==> src/rtl/pc_sequencer.sv <==
// Fetch PC register and next-PC selection for the 5-stage pipeline.
// A redirect that arrives during a stall is latched and applied when the stall drops.
module pc_sequencer #(
  parameter logic [31:0] RESET_PC = 32'h0000_0000
) (
  input  logic        clk,
  input  logic        rst,
  input  logic        stall,
  input  logic [31:0] id_pcadd4,
  input  logic        br_taken,
  input  logic [15:0] br_offset,
  input  logic        jump,
  input  logic [25:0] jump_index,
  input  logic        jr,
  input  logic [31:0] jr_target,
  output logic [31:0] pc,
  output logic [31:0] pcadd4,
  output logic        flush,
  output logic        redirect_pending,
  output logic        align_err
);

  typedef enum logic {RUN, PEND} state_t;

  state_t      state_q, state_d;
  logic [31:0] pc_q, pc_d;
  logic [31:0] pend_q, pend_d;
  logic        align_q, align_d;

  logic [31:0] br_tgt, j_tgt, sel_tgt;
  logic        req;

  assign br_tgt  = id_pcadd4 + {{14{br_offset[15]}}, br_offset, 2'b00};
  assign j_tgt   = {id_pcadd4[31:28], jump_index, 2'b00};
  assign sel_tgt = jr ? jr_target : (jump ? j_tgt : br_tgt);
  assign req     = jr | jump | br_taken;
  assign pcadd4  = pc_q + 32'd4;

  always_comb begin
    state_d          = state_q;
    pc_d             = pc_q;
    pend_d           = pend_q;
    align_d          = 1'b0;
    flush            = 1'b0;
    redirect_pending = 1'b0;
    case (state_q)
      RUN: begin
        if (!stall) begin
          if (req) begin
            pc_d    = sel_tgt;
            flush   = 1'b1;
            align_d = |sel_tgt[1:0];
          end else begin
            pc_d = pcadd4;
          end
        end else if (req) begin
          pend_d  = sel_tgt;
          state_d = PEND;
        end
      end
      PEND: begin
        // ID is frozen, so live request inputs are the already-latched one
        redirect_pending = 1'b1;
        if (!stall) begin
          pc_d    = pend_q;
          flush   = 1'b1;
          align_d = |pend_q[1:0];
          state_d = RUN;
        end
      end
      default: state_d = RUN;
    endcase
    if (rst) begin
      flush            = 1'b0;
      redirect_pending = 1'b0;
    end
  end

  always_ff @(posedge clk) begin
    if (rst) begin
      state_q <= RUN;
      pc_q    <= RESET_PC;
      pend_q  <= 32'd0;
      align_q <= 1'b0;
    end else begin
      state_q <= state_d;
      pc_q    <= pc_d;
      pend_q  <= pend_d;
      align_q <= align_d;
    end
  end

  assign pc        = pc_q;
  assign align_err = align_q;

endmodule

==> config.mk <==
export PLATFORM = sky130hd
export DESIGN_NAME = pc_sequencer
export DESIGN_NICKNAME = d
export VERILOG_FILES = /design/src/rtl/pc_sequencer.sv
export SDC_FILE = /design/constraint.sdc
export NUM_CORES = 1
export LEC_CHECK = 0
export CAP_MARGIN = 20
export CORE_UTILIZATION = 35
export CTS_CLUSTER_DIAMETER = 50
export CTS_CLUSTER_SIZE = 24
export DETAILED_ROUTE_END_ITERATION = 8
export SLEW_MARGIN = 15
export SYNTH_ARGS = -nofsm -noshare
export SYNTH_HDL_FRONTEND = slang
export SYNTH_SLANG_ARGS = --single-unit
==> constraint.sdc <==
create_clock -name clk -period 3.3 [get_ports clk]
set_input_delay 0.66 -clock clk [delete_from_list [all_inputs] [get_ports clk]]
set_output_delay 0.66 -clock clk [all_outputs]
set_load 0.02 [all_outputs]
== Word level (Yosys, flattened, before mapping) ==
Cells that the tools add are included.

* Input port bits: 112
* Output and inout port bits: 67
* Word-level logic and storage cells: 35
* Bits in registers: 66

* Bitwise gates (word level): 3
* Muxes and demuxes: 20
* $add $sub $neg: 2
* Equality and inequality tests: 2
* Reduce and logical (&&, ||, !) cells: 4

{| class="wikitable"
|+ Operators by type and width
! kind !! count
|-
| $mux 32 || 5
|-
| $pmux 32 s2 || 1
|-
| $add 32x3->32 const B || 1
|-
| $add 32x32->32 || 1
|-
| $mux 1 || 11
|-
| $pmux 1 s2 || 3
|-
| $ne 2x2->1 const B || 2
|-
| $reduce_or 2->1 || 2
|-
| $reduce_and 3->1 || 1
|-
| $or 1x1->1 || 2
|-
| $reduce_and 2->1 || 1
|-
| $not 1->1 || 1
|}

== Depth between registers and ports, before layout ==
Gate-level depths: netlist (run 1).

* Depth after elaboration: 7
* Mapped depth: 11
* Depth with buffers taken out: 11

== Worst setup path before layout (run 1) ==
OpenSTA, ideal clock, no wires.

* Kind: input port to flip-flop
* From: in id_pcadd4[2]
* To: reg pend_q[20]
* Slack: 0.332 ns
* Stages: 11
* Arrival: 2.853 ns
* Setup time: 0.115 ns
* Required time: 3.185 ns
* Buffers on the path: 0
* Cell sequence: ha_1 -> fa_1 -> a21oi_1 -> o211a_1 -> nand2b_1 -> a21oi_2 -> o31ai_1 -> mux2_2 -> o22ai_1 -> o21ai_0 -> and2_1

* Cells in the longest elaborated chain, start to end: 3

{| class="wikitable"
|+ Ends and longest elaborated chain
! what !! RTL line !! RTL
|-
| start: declaration || 9 || <nowiki>input logic [31:0] id_pcadd4,</nowiki>
|-
| $add 32x32->32 || 33 || <nowiki>assign br_tgt = id_pcadd4 + {{14{br_offset[15]}}, br_offset, 2'b00};</nowiki>
|-
| $mux 32 (2 in a row) || 35 || <nowiki>assign sel_tgt = jr ? jr_target : (jump ? j_tgt : br_tgt);</nowiki>
|-
| end signal: assignment || 88 || <nowiki>pend_q <= pend_d;</nowiki>
|-
| end: declaration || 27 || <nowiki>logic [31:0] pend_q, pend_d;</nowiki>
|}

No other way between the ends.
A chain may end at the register's enable or synchronous reset.

== Worst setup path in the final report (run 1) ==
* From: in id_pcadd4[3]
* To: reg pc_q[21] (netlist: pc[21])

* Cells in the longest elaborated chain, start to end: 6

{| class="wikitable"
|+ Ends and longest elaborated chain
! what !! RTL line !! RTL
|-
| $add 32x32->32 || 33 ||
|-
| $mux 32 (2 in a row) || 35 ||
|-
| $mux 32 || 49 || <nowiki>if (req) begin</nowiki>
|-
| $mux 32 || 48 || <nowiki>if (!stall) begin</nowiki>
|-
| $pmux 32 s2 || 46 || <nowiki>case (state_q)</nowiki>
|-
| end signal: assignment || 87 || <nowiki>pc_q <= pc_d;</nowiki>
|-
| end: declaration || 26 || <nowiki>logic [31:0] pc_q, pc_d;</nowiki>
|}

No other way between the ends. The select of a mux whose other input is x is not followed.

==> impl_metrics.csv, run 1 <==
group,metric,value,unit
synth,synth_top_area_cell,"dfxtp_1",
finish,final_cell_mix,"clkdlybuf4s50_1, buf_4, nand2_1, nor2_1, dfxtp_1",
grt,track_usage,28.0,%
route,dr.pass1.iters,7,
route,vias_per_cell,5.59,
finish,nets,1203,
sta,period_share,98.9,%
worst_setup_path,crit_type,"in2reg",
cts,htree_levels,3,
grt,grt-ovfl-total,0,
synth,synth_area,5690,um^2
placement,postPlaceCellArea,8530,um^2
cts,clk_latency,0.34,ns
cts,cts_buffer_depth,2,
sta,finalHoldViolCount,0,
sta,rsz0062_at_grt,"true",
synth,synth_flop_cell,"dfxtp_1",
worst_setup_path,timing.rr.start,"pc[3]",
synth,synth_top_area_share,23.2,%
hold_path,hold_depth,2,
worst_setup_path,worstReg2RegEnd,"pc[20]",
cts,cts_tree,"built",
route,routed_wl,23700,um
route,ant_nets,0,
hold_path,hold_class,"reg2reg",
synth,synth_cell_type_count,78,
route,wire_per_inst,18.5,um
grt,grt_max_degree,45,
synth,ys_top_cells_by_area,"dfxtp_1, ha_1, nand2_1",
sta,worstMarginPinSlew,0.919,ns
finish,design_area,9040,um^2
pwr,netSwitchingFraction,34.5,%
synth,muxShareOfSynthArea,1.10,%
synth,synth_compound_gate_area_share,32.3,%
worst_setup_path,r2r_slack,1.05,ns
sta,clock.fmax,306,MHz
pwr,p_int,2120,uW
pwr,fin_total_pwr,3240,uW
status,status,"completed",
die,rows,46,
placement,gp_congestion,0.959,
sta,whs,0.449,ns
placement,hpwl,18900,um
synth,synth_nets,923,
pwr,p_comb_share,41.5,%
pwr,p_seq_share,28.3,%
synth,synthAdderAreaFrac,6.94,%
sta,finalSetupTns,0,ns
finish,final_util,56.9,%
synth,synth_edf_count,0,
finish,final_common_cell,"clkdlybuf4s50_1",
synth,synth.avg_cell_area,7.30,um^2
sta,skew,0.00907,ns
pwr,ir_drop,259,uV
synth,synth_warnings,0,
grt,grt_pass1_vias,6390,
finish,area_growth,58.8,%
hold_path,hold_start,"pend_q[19]",
worst_setup_path,reg2reg_depth,9,
pwr,switchingPower,1120,uW
cts,cts_root_buf,"clkbuf_16",
finish,drive_above_1_share,19.3,%
worst_setup_path,endpoint_kind,"register",
route,vias,7156,
die,core,15900,um^2
worst_setup_path,cp.arrival,3.50,ns
cts,clk_pin_slew,0.06,ns
grt,antenna_found_initial,0,
synth,synth_top_family_by_area,"compound AO/OA/AOI/OAI gates",
die,die_h,130,um
die,num_io_pins,179,
placement,placement.io_buffers,178,
finish,num_antenna_cells,0,
route,drcViolationCount,0,
synth,synth-simple-area-share,24.7,%
run,maxCapViolCount,0,
cts,clock_sinks,66,
die,die_w,130,um
sta,slew-limit-headroom,38.5,%
synth,synth_seq_cells,66,
cts,cts_made_buffers,9,
die,initial_core_util,35.8,%
sta,setup_violations,0,
pwr,power_density,359,nW/um^2
worst_setup_path,startpoint_type,"primary input",
synth,ys_seq_area_share,23.2,%
die,dieArea,16800,um^2
worst_setup_path,cp_max_fo,7,
synth,synth_xor_area_share,6.46,%
worst_setup_path,required,3.54,ns
synth,async_flop_share,0,%
grt,grt_first_pass_wirelength,35400,um
pwr,clock_power_share,30.2,%
pwr,p_leak,0.00377,uW
synth,synth_cells,780,
sta,finalCriticalPeriod,3.26,ns
sta,report.final.slew_viol_count,0,
hold_path,hold_end,"pend_q[19]",
route,drtIter0Drc,671,
[logic make-up after synthesis]
family                   count (synthesis)
XOR/XNOR                                42
buffers and inverters                   62
adder cells (fa/ha/maj)                 31
AND/OR/NAND/NOR                        302
AO/OA/AOI/OAI                          271
flip-flops                              66
multiplexers                             6
[synth_stat cells (all sizes together) (4+ instances only)]
cell type and number:
nand2 100, nor2 91, dfxtp 66, a21oi 62, o21ai 57, clkbuf 37, ha 30, nand3 25
a211oi 21, xnor2 21, xor2 21, nor3 19, and3 17, o22ai 16, a21o 14, o211ai 14
nand2b 13, buf 12, inv 11, a31oi 8, a32oi 7, a2111oi 6, a221oi 6, and2 6
a22oi 5, nor4b 5, o2111ai 5, a21boi 4, a222oi 4, mux2i 4, nand4 4, nor2b 4
nor3b 4, o21a 4, o311ai 4, o31ai 4, or2 4
[timing repair]
item	CTS	global route
pin swaps	0	11
hold endpoints to repair	0	0
endpoints found under the setup margin	11	39
resized for setup	11	43
gates cloned	0	0
hold buffers	0	0
setup buffers	0	1
[power by group through the flow]
stage / clock network (uW) / registers (uW) / logic, uW
6_report: 981 / 918 / 1340
4_1_cts: 989 / 917 / 1290
3_5_place_dp: 0 / 934 / 1290
2_1_floorplan: 0 / 967 / 591
3_3_place_gp: 0 / 933 / 1290
5_1_grt: 1020 / 926 / 1440
[registers in the layout, indices dropped and copies added, names as in the netlist]
register and count:
state_q 1, align_err 1, pend_q 32, pc 32
[metal layers]
layer | vias up | GRT usage (%) | part of all wire, %
li1 | 3464 | - | -
met1 | 3310 | 39.3 | 45
met2 | 349 | 43.3 | 44
met3 | 33 | 4.91 | 8.0
met4 | 0 | 8.55 | 2.6
met5 | - | 0 | 0
[area by class of cell]
class	count	area [um^2]
Timing Repair Buffer	318	2830
Clock buffer	10	239
Sequential cell	66	1320
Clock inverter	6	65.1
Multi-Input combinational cell	652	4270
Inverter	13	48.8
Fill cell	1558	6840
Tap cell	216	270
[worst max-delay path by stage]
| stage | from | endpoint | cells after the start |
|---|---|---|---|
| 2_1_floorplan | id_pcadd4[2] | pend_q[20] | 11 |
| 3_3_place_gp | br_offset[15] | pend_q[31] | 12 |
| 3_5_place_dp | id_pcadd4[3] | pc[21] | 12 |
| 4_1_cts | id_pcadd4[3] | pc[21] | 12 |
| 5_1_grt | br_offset[15] | pend_q[31] | 12 |
| 6_report | id_pcadd4[3] | pc[21] | 12 |
[per-stage QoR]
stage               std cells  worst slack [ns]
floorplan                 780             0.332
global placement         1264            -0.303
detailed placement       1264            -0.330
CTS                      1280           0.00274
global route             1281           -0.0259
finish                   1281            0.0367
[worst max-delay path, stage by stage]
cell	delay [ns]
clkdlybuf4s50_1	0.53
ha_4	0.23
a211oi_4	0.29
nor4b_4	0.10
o21ai_1	0.25
o2111ai_4	0.24
a41oi_1	0.41
nor4b_2	0.10
a211oi_2	0.24
buf_4	0.18
a21oi_1	0.07
a2111oi_2	0.19
Note: power is estimated with default switching activity, not from simulation.
==> inputs of run 2 (changes only) <==
==> constraint.sdc (replaced) <==
create_clock -name clk -period 3.3 [get_ports clk]
set_input_delay 0.66 -clock clk [delete_from_list [all_inputs] [get_ports clk]]
set_output_delay 0.66 -clock clk [all_outputs]
set_load 0.05 [all_outputs]
==> run 2 against run 1 <==
Compared with the run above:
- global-route usage is 0.79 points higher
- cell area is 1.8% higher
- non-clock buffer count is 6 lower
- clock skew hardly changed
- via count is 0.77% lower
- sequential share of layout area is 0.23 points lower
- power is 5.4% higher
- critical path depth is 1 higher
- clock power is 2.0% lower
- fmax is 2.5% higher
- wire length is 2.2% higher
- highest routed layer unchanged
==> impl_metrics.csv, run 2 (same netlist as run 1, synthesis figures left out) <==
group,metric,value,unit
finish,area_growth,61.7,%
die,dieArea,16800,um^2
die,num_io_pins,179,
worst_setup_path,startpoint_type,"primary input",
cts,cts_tree,"built",
worst_setup_path,critPathSlowestCell,"clkdlybuf4s50_1",
placement,gp_congestion,0.924,
run,maxCapViolCount,0,
grt,grt_pass1_vias,6606,
pwr,p_int,2150,uW
sta,skew,0.00940,ns
worst_setup_path,cpPeakStageDelay,0.46,ns
worst_setup_path,reg2reg_depth,10,
grt,grt_first_pass_wirelength,36600,um
status,status,"completed",
sta,rsz0062_at_grt,"true",
finish,final_cell_mix,"clkdlybuf4s50_1, buf_4, nand2_1, nor2_1, dfxtp_1",
route,wire_per_inst,19.0,um
grt,track_usage,28.7,%
cts,cts_buffer_depth,2,
grt,grt_max_degree,40,
cts,clk_latency,0.34,ns
cts,clock_sinks,66,
sta,finalHoldViolCount,0,
sta,setup_violations,0,
cts,clk_pin_slew,0.05,ns
worst_setup_path,cp_common_cell,"buf_4",
worst_setup_path,worstReg2RegEnd,"pc[21]",
route,drcViolationCount,0,
pwr,netSwitchingFraction,37.2,%
grt,antenna_found_initial,0,
cts,cts_made_buffers,9,
pwr,switchingPower,1270,uW
sta,report.final.slew_viol_count,0,
worst_setup_path,cp_max_fo,3,
cts,ctsHoldBuffers,0,
sta,period_share,96.5,%
grt,grt-ovfl-total,0,
worst_setup_path,r2r_slack,0.85,ns
worst_setup_path,crit_chain,"clkdlybuf4s50_1, buf_4, fa_2, a21oi_4, o211a_1, nand2b_4, nand2_1, a21bo_2, a211oi_2, nor4_1, a221oi_1, buf_4, o21ai_0",
route,drtIter0Drc,753,
sta,finalSetupTns,0,ns
cts,htree_levels,3,
worst_setup_path,critPathCapture,"pc[18]",
finish,final_common_cell,"clkdlybuf4s50_1",
sta,clock.fmax,314,MHz
route,vias_per_cell,5.57,
sta,finalCriticalPeriod,3.18,ns
die,core,15900,um^2
placement,placement.io_buffers,178,
hold_path,hold_start,"pend_q[11]",
pwr,fin_total_pwr,3420,uW
pwr,p_comb_share,44.7,%
cts,cts_root_buf,"clkbuf_16",
finish,nets,1197,
route,vias,7101,
sta,whs,0.452,ns
route,ant_nets,0,
finish,drive_above_1_share,21.6,%
hold_path,hold_class,"reg2reg",
route,routed_wl,24300,um
route,dr.pass1.iters,5,
pwr,power_density,371,nW/um^2
worst_setup_path,cp.arrival,3.40,ns
pwr,clock_power_share,28.1,%
worst_setup_path,crit_type,"in2reg",
finish,num_antenna_cells,0,
die,die_h,130,um
die,rows,46,
pwr,p_seq_share,27.1,%
die,initial_core_util,35.8,%
die,die_w,130,um
sta,slew-limit-headroom,32.6,%
sta,worstMarginPinSlew,1.01,ns
worst_setup_path,endpoint_kind,"register",
pwr,p_leak,0.00378,uW
pwr,ir_drop,265,uV
worst_setup_path,required,3.52,ns
worst_setup_path,timing.rr.start,"pc[6]",
worst_setup_path,critPathLaunch,"id_pcadd4[3]",
placement,hpwl,19000,um
[run 2: cell count changes in the layout (fill, tap and decap cells not counted), sizes merged]
cell           change
buf               +12
dlygate4sd2       -10
inv                -1
clkdlybuf4s50      -7
dlymetal6s2s       -1
clkbuf             +1
clkinvlp           -1
[run 2: worst min-delay path by stage]
stage                 endpoint  cells past startpoint
floorplan           pend_q[19]                      2
global placement    pend_q[19]                      2
detailed placement  pend_q[11]                      2
CTS                 pend_q[11]                      2
global route        pend_q[11]                      2
finish              pend_q[11]                      2
[run 2: metal layers]
layer  global-route usage (%)  part of all wire [%]
met5                        0                     0
met3                     4.58                   7.6
met1                     40.3                    45
met4                     7.73                   1.7
met2                     45.5                    45
[run 2: final cells by class]
cell class	instances	area [um^2]
clock buffers	11	243
clock inverters	4	52.6
fillers	1546	6680
inverters	13	48.8
multi-input cells	652	4360
flip-flops and latches	66	1320
well taps	216	270
repair buffers	312	2910
[run 2: worst max-delay path, delay by kind of cell]
family / cells / cell delay [ns]
AOI/OAI and AO/OA: 6 / 1.19
adders and majority gates: 1 / 0.41
buffers and inverters: 3 / 0.82
and+or+nand+nor: 3 / 0.32
[run 2: power by group through the flow]
stage	combinational, uW	clock (uW)	sequential, uW
after floorplan	671	0	1040
after global placement	1450	0	939
after detailed placement	1450	0	941
after CTS	1470	964	924
after global routing	1630	995	937
final	1530	961	927
[run 2: stage by stage]
stage	cell area (um^2)	utilization, %	setup slack, ns	instances
finish	9210	58.0	0.117	1274
global route	9210	58.0	-0.0247	1274
CTS	8950	56.3	-0.00635	1270
detailed placement	8580	54.0	-0.437	1251
global placement	8580	54.0	-0.391	1251
floorplan	5720	-	0.000828	780
[run 2: timing repair]
item / CTS / global route
endpoints found under the setup margin: 13 / 46
cloned: 0 / 1
endpoints found under the hold margin: 0 / 0
resized for setup: 7 / 49
pin swaps: 8 / 20
setup buffers: 4 / 3
==> inputs of run 3 (changes only) <==
--- a/config.mk
+++ b/config.mk
@@ -5,11 +5,12 @@
 export SDC_FILE = /design/constraint.sdc
 export NUM_CORES = 1
 export LEC_CHECK = 0
-export CAP_MARGIN = 20
+export CAP_MARGIN = 30
 export CORE_UTILIZATION = 35
 export CTS_CLUSTER_DIAMETER = 50
 export CTS_CLUSTER_SIZE = 24
 export DETAILED_ROUTE_END_ITERATION = 8
+export SKIP_CTS_REPAIR_TIMING = 1
 export SLEW_MARGIN = 15
 export SYNTH_ARGS = -nofsm -noshare
 export SYNTH_HDL_FRONTEND = slang
==> run 3 against run 2 <==
Compared with the run above:
- register-to-register slack improved by 0.02 ns
- critical endpoint is now pc[29]
- largest cell class unchanged
- sequential power barely moved
- clock-buffer cell count did not move
- wire length fell by 0.51%
- non-clock buffer count rose by 2
- final cell count rose by 0.16%
- setup slack got worse by 0.013 ns
- cell area barely moved
- clock skew fell by 0.0012 ns
- global-route usage fell by 0.21 points
- hold slack improved by 0.0011 ns
- via count fell by 0.24%
==> impl_metrics.csv, run 3 (same netlist as run 1, synthesis figures left out) <==
group,metric,value,unit
status,status,"completed",
grt,grt_pass1_vias,6523,
route,drtIter0Drc,892,
pwr,power_density,371,nW/um^2
die,rows,46,
worst_setup_path,cp_max_fo,5,
sta,clock.fmax,313,MHz
worst_setup_path,cp.arrival,3.42,ns
cts,cts_tree,"built",
grt,met1_usage,40.1,%
route,ant_nets,0,
placement,postPlaceCellArea,8580,um^2
die,dieArea,16800,um^2
sta,report.final.slew_viol_count,0,
die,core,15900,um^2
finish,final_cell_mix,"clkdlybuf4s50_1, buf_4, nand2_1, nor2_1, dfxtp_1",
finish,area_growth,61.7,%
route,dr.pass1.iters,6,
finish,num_antenna_cells,0,
cts,cts_made_buffers,9,
route,routed_wl,24100,um
sta,finalHoldViolCount,0,
die,die_w,130,um
sta,timing.final.ws_setup,0.104,ns
grt,grt_max_degree,40,
finish,final_common_cell,"clkdlybuf4s50_1",
worst_setup_path,startpoint_type,"primary input",
sta,whs,0.453,ns
sta,finalCriticalPeriod,3.20,ns
finish,drive_above_1_share,22.0,%
route,drcViolationCount,0,
finish,design_area,9210,um^2
grt,antenna_found_initial,0,
placement,placement.io_buffers,178,
grt,track_usage,28.5,%
die,die_h,130,um
sta,worstMarginPinSlew,0.992,ns
grt,grtUsageMet3,4.58,%
sta,skew,0.00825,ns
finish,nets,1199,
sta,slew-limit-headroom,33.6,%
cts,cts_buffer_depth,2,
route,vias_per_cell,5.55,
cts,clock_sinks,66,
grt,grt_first_pass_wirelength,36300,um
run,maxCapViolCount,0,
grt,grt-busiest-layer,"met2",
die,num_io_pins,179,
die,initial_core_util,35.8,%
pwr,p_leak,0.00378,uW
grt,grt_util_met2,45.4,%
finish,n_fill_cell,1548,
pwr,ir_drop,260,uV
cts,cts_root_buf,"clkbuf_16",
placement,gp_congestion,0.924,
route,wire_per_inst,18.9,um
grt,grt-ovfl-total,0,
worst_setup_path,required,3.53,ns
cts,htree_levels,3,
worst_setup_path,crit_type,"in2reg",
route,vias,7084,
worst_setup_path,endpoint_kind,"register",
sta,setup_violations,0,
sta,finalSetupTns,0,ns
cts,clk_pin_slew,0.06,ns
sta,rsz0062_at_grt,"true",
sta,period_share,96.9,%
placement,hpwl,19000,um
cts,clk_latency,0.34,ns
hold_path,hold_class,"reg2reg",
placement,dp_worst_setup_slack,-0.437,ns
run 3: final cells by class:
class                   instances  area, um^2  area share, %
clock buffers                  11         243           2.64
clock inverters                 4        52.6          0.571
inverters                      13        48.8          0.530
multi-input cells             652        4350           47.2
flip-flops and latches         66        1320           14.4
well taps                     216         270           2.93
repair buffers                314        2920           31.8
run 3: path summary, 6_finish.rpt:
path         depth (start not counted)    endpoint    startpoint  slack (ns)
min                                  2  pend_q[11]    pend_q[11]        0.45
max reg2reg                          9      pc[20]         pc[2]        0.87
max                                 12      pc[29]  br_offset[6]        0.10
min reg2reg                          2  pend_q[11]    pend_q[11]        0.45
run 3: worst max-delay path, stage by stage:
cell             delay [ns]
clkdlybuf4s50_1        0.41
ha_1                   0.32
nand4_1                0.19
nor4b_4                0.40
o21ai_2                0.13
o2111ai_4              0.12
buf_4                  0.18
a21boi_1               0.08
o21ai_2                0.18
mux2i_1                0.31
a21oi_1                0.13
o311a_1                0.30
run 3: per-stage QoR:
step	util, %	power (uW)	instances
final	58.0	3420	1276
after floorplan	-	1710	780
after global placement	54.0	2390	1251
after global routing	58.0	3560	1276
after CTS	55.8	3340	1266
after detailed placement	54.0	2390	1251
run 3: metal layers:
layer / wire, um / up-vias
met5: 0 / -
met4: 344 / 0
met3: 1540 / 26
met2: 11000 / 277
met1: 11200 / 3334
li1: - / 3447
run 3: power breakdown:
group,total (uW),leakage [uW],switching [uW],internal [uW]
clock,960,0.000146,357,602
sequential,927,0.000545,63.6,863
combinational,1530,0.00309,851,683
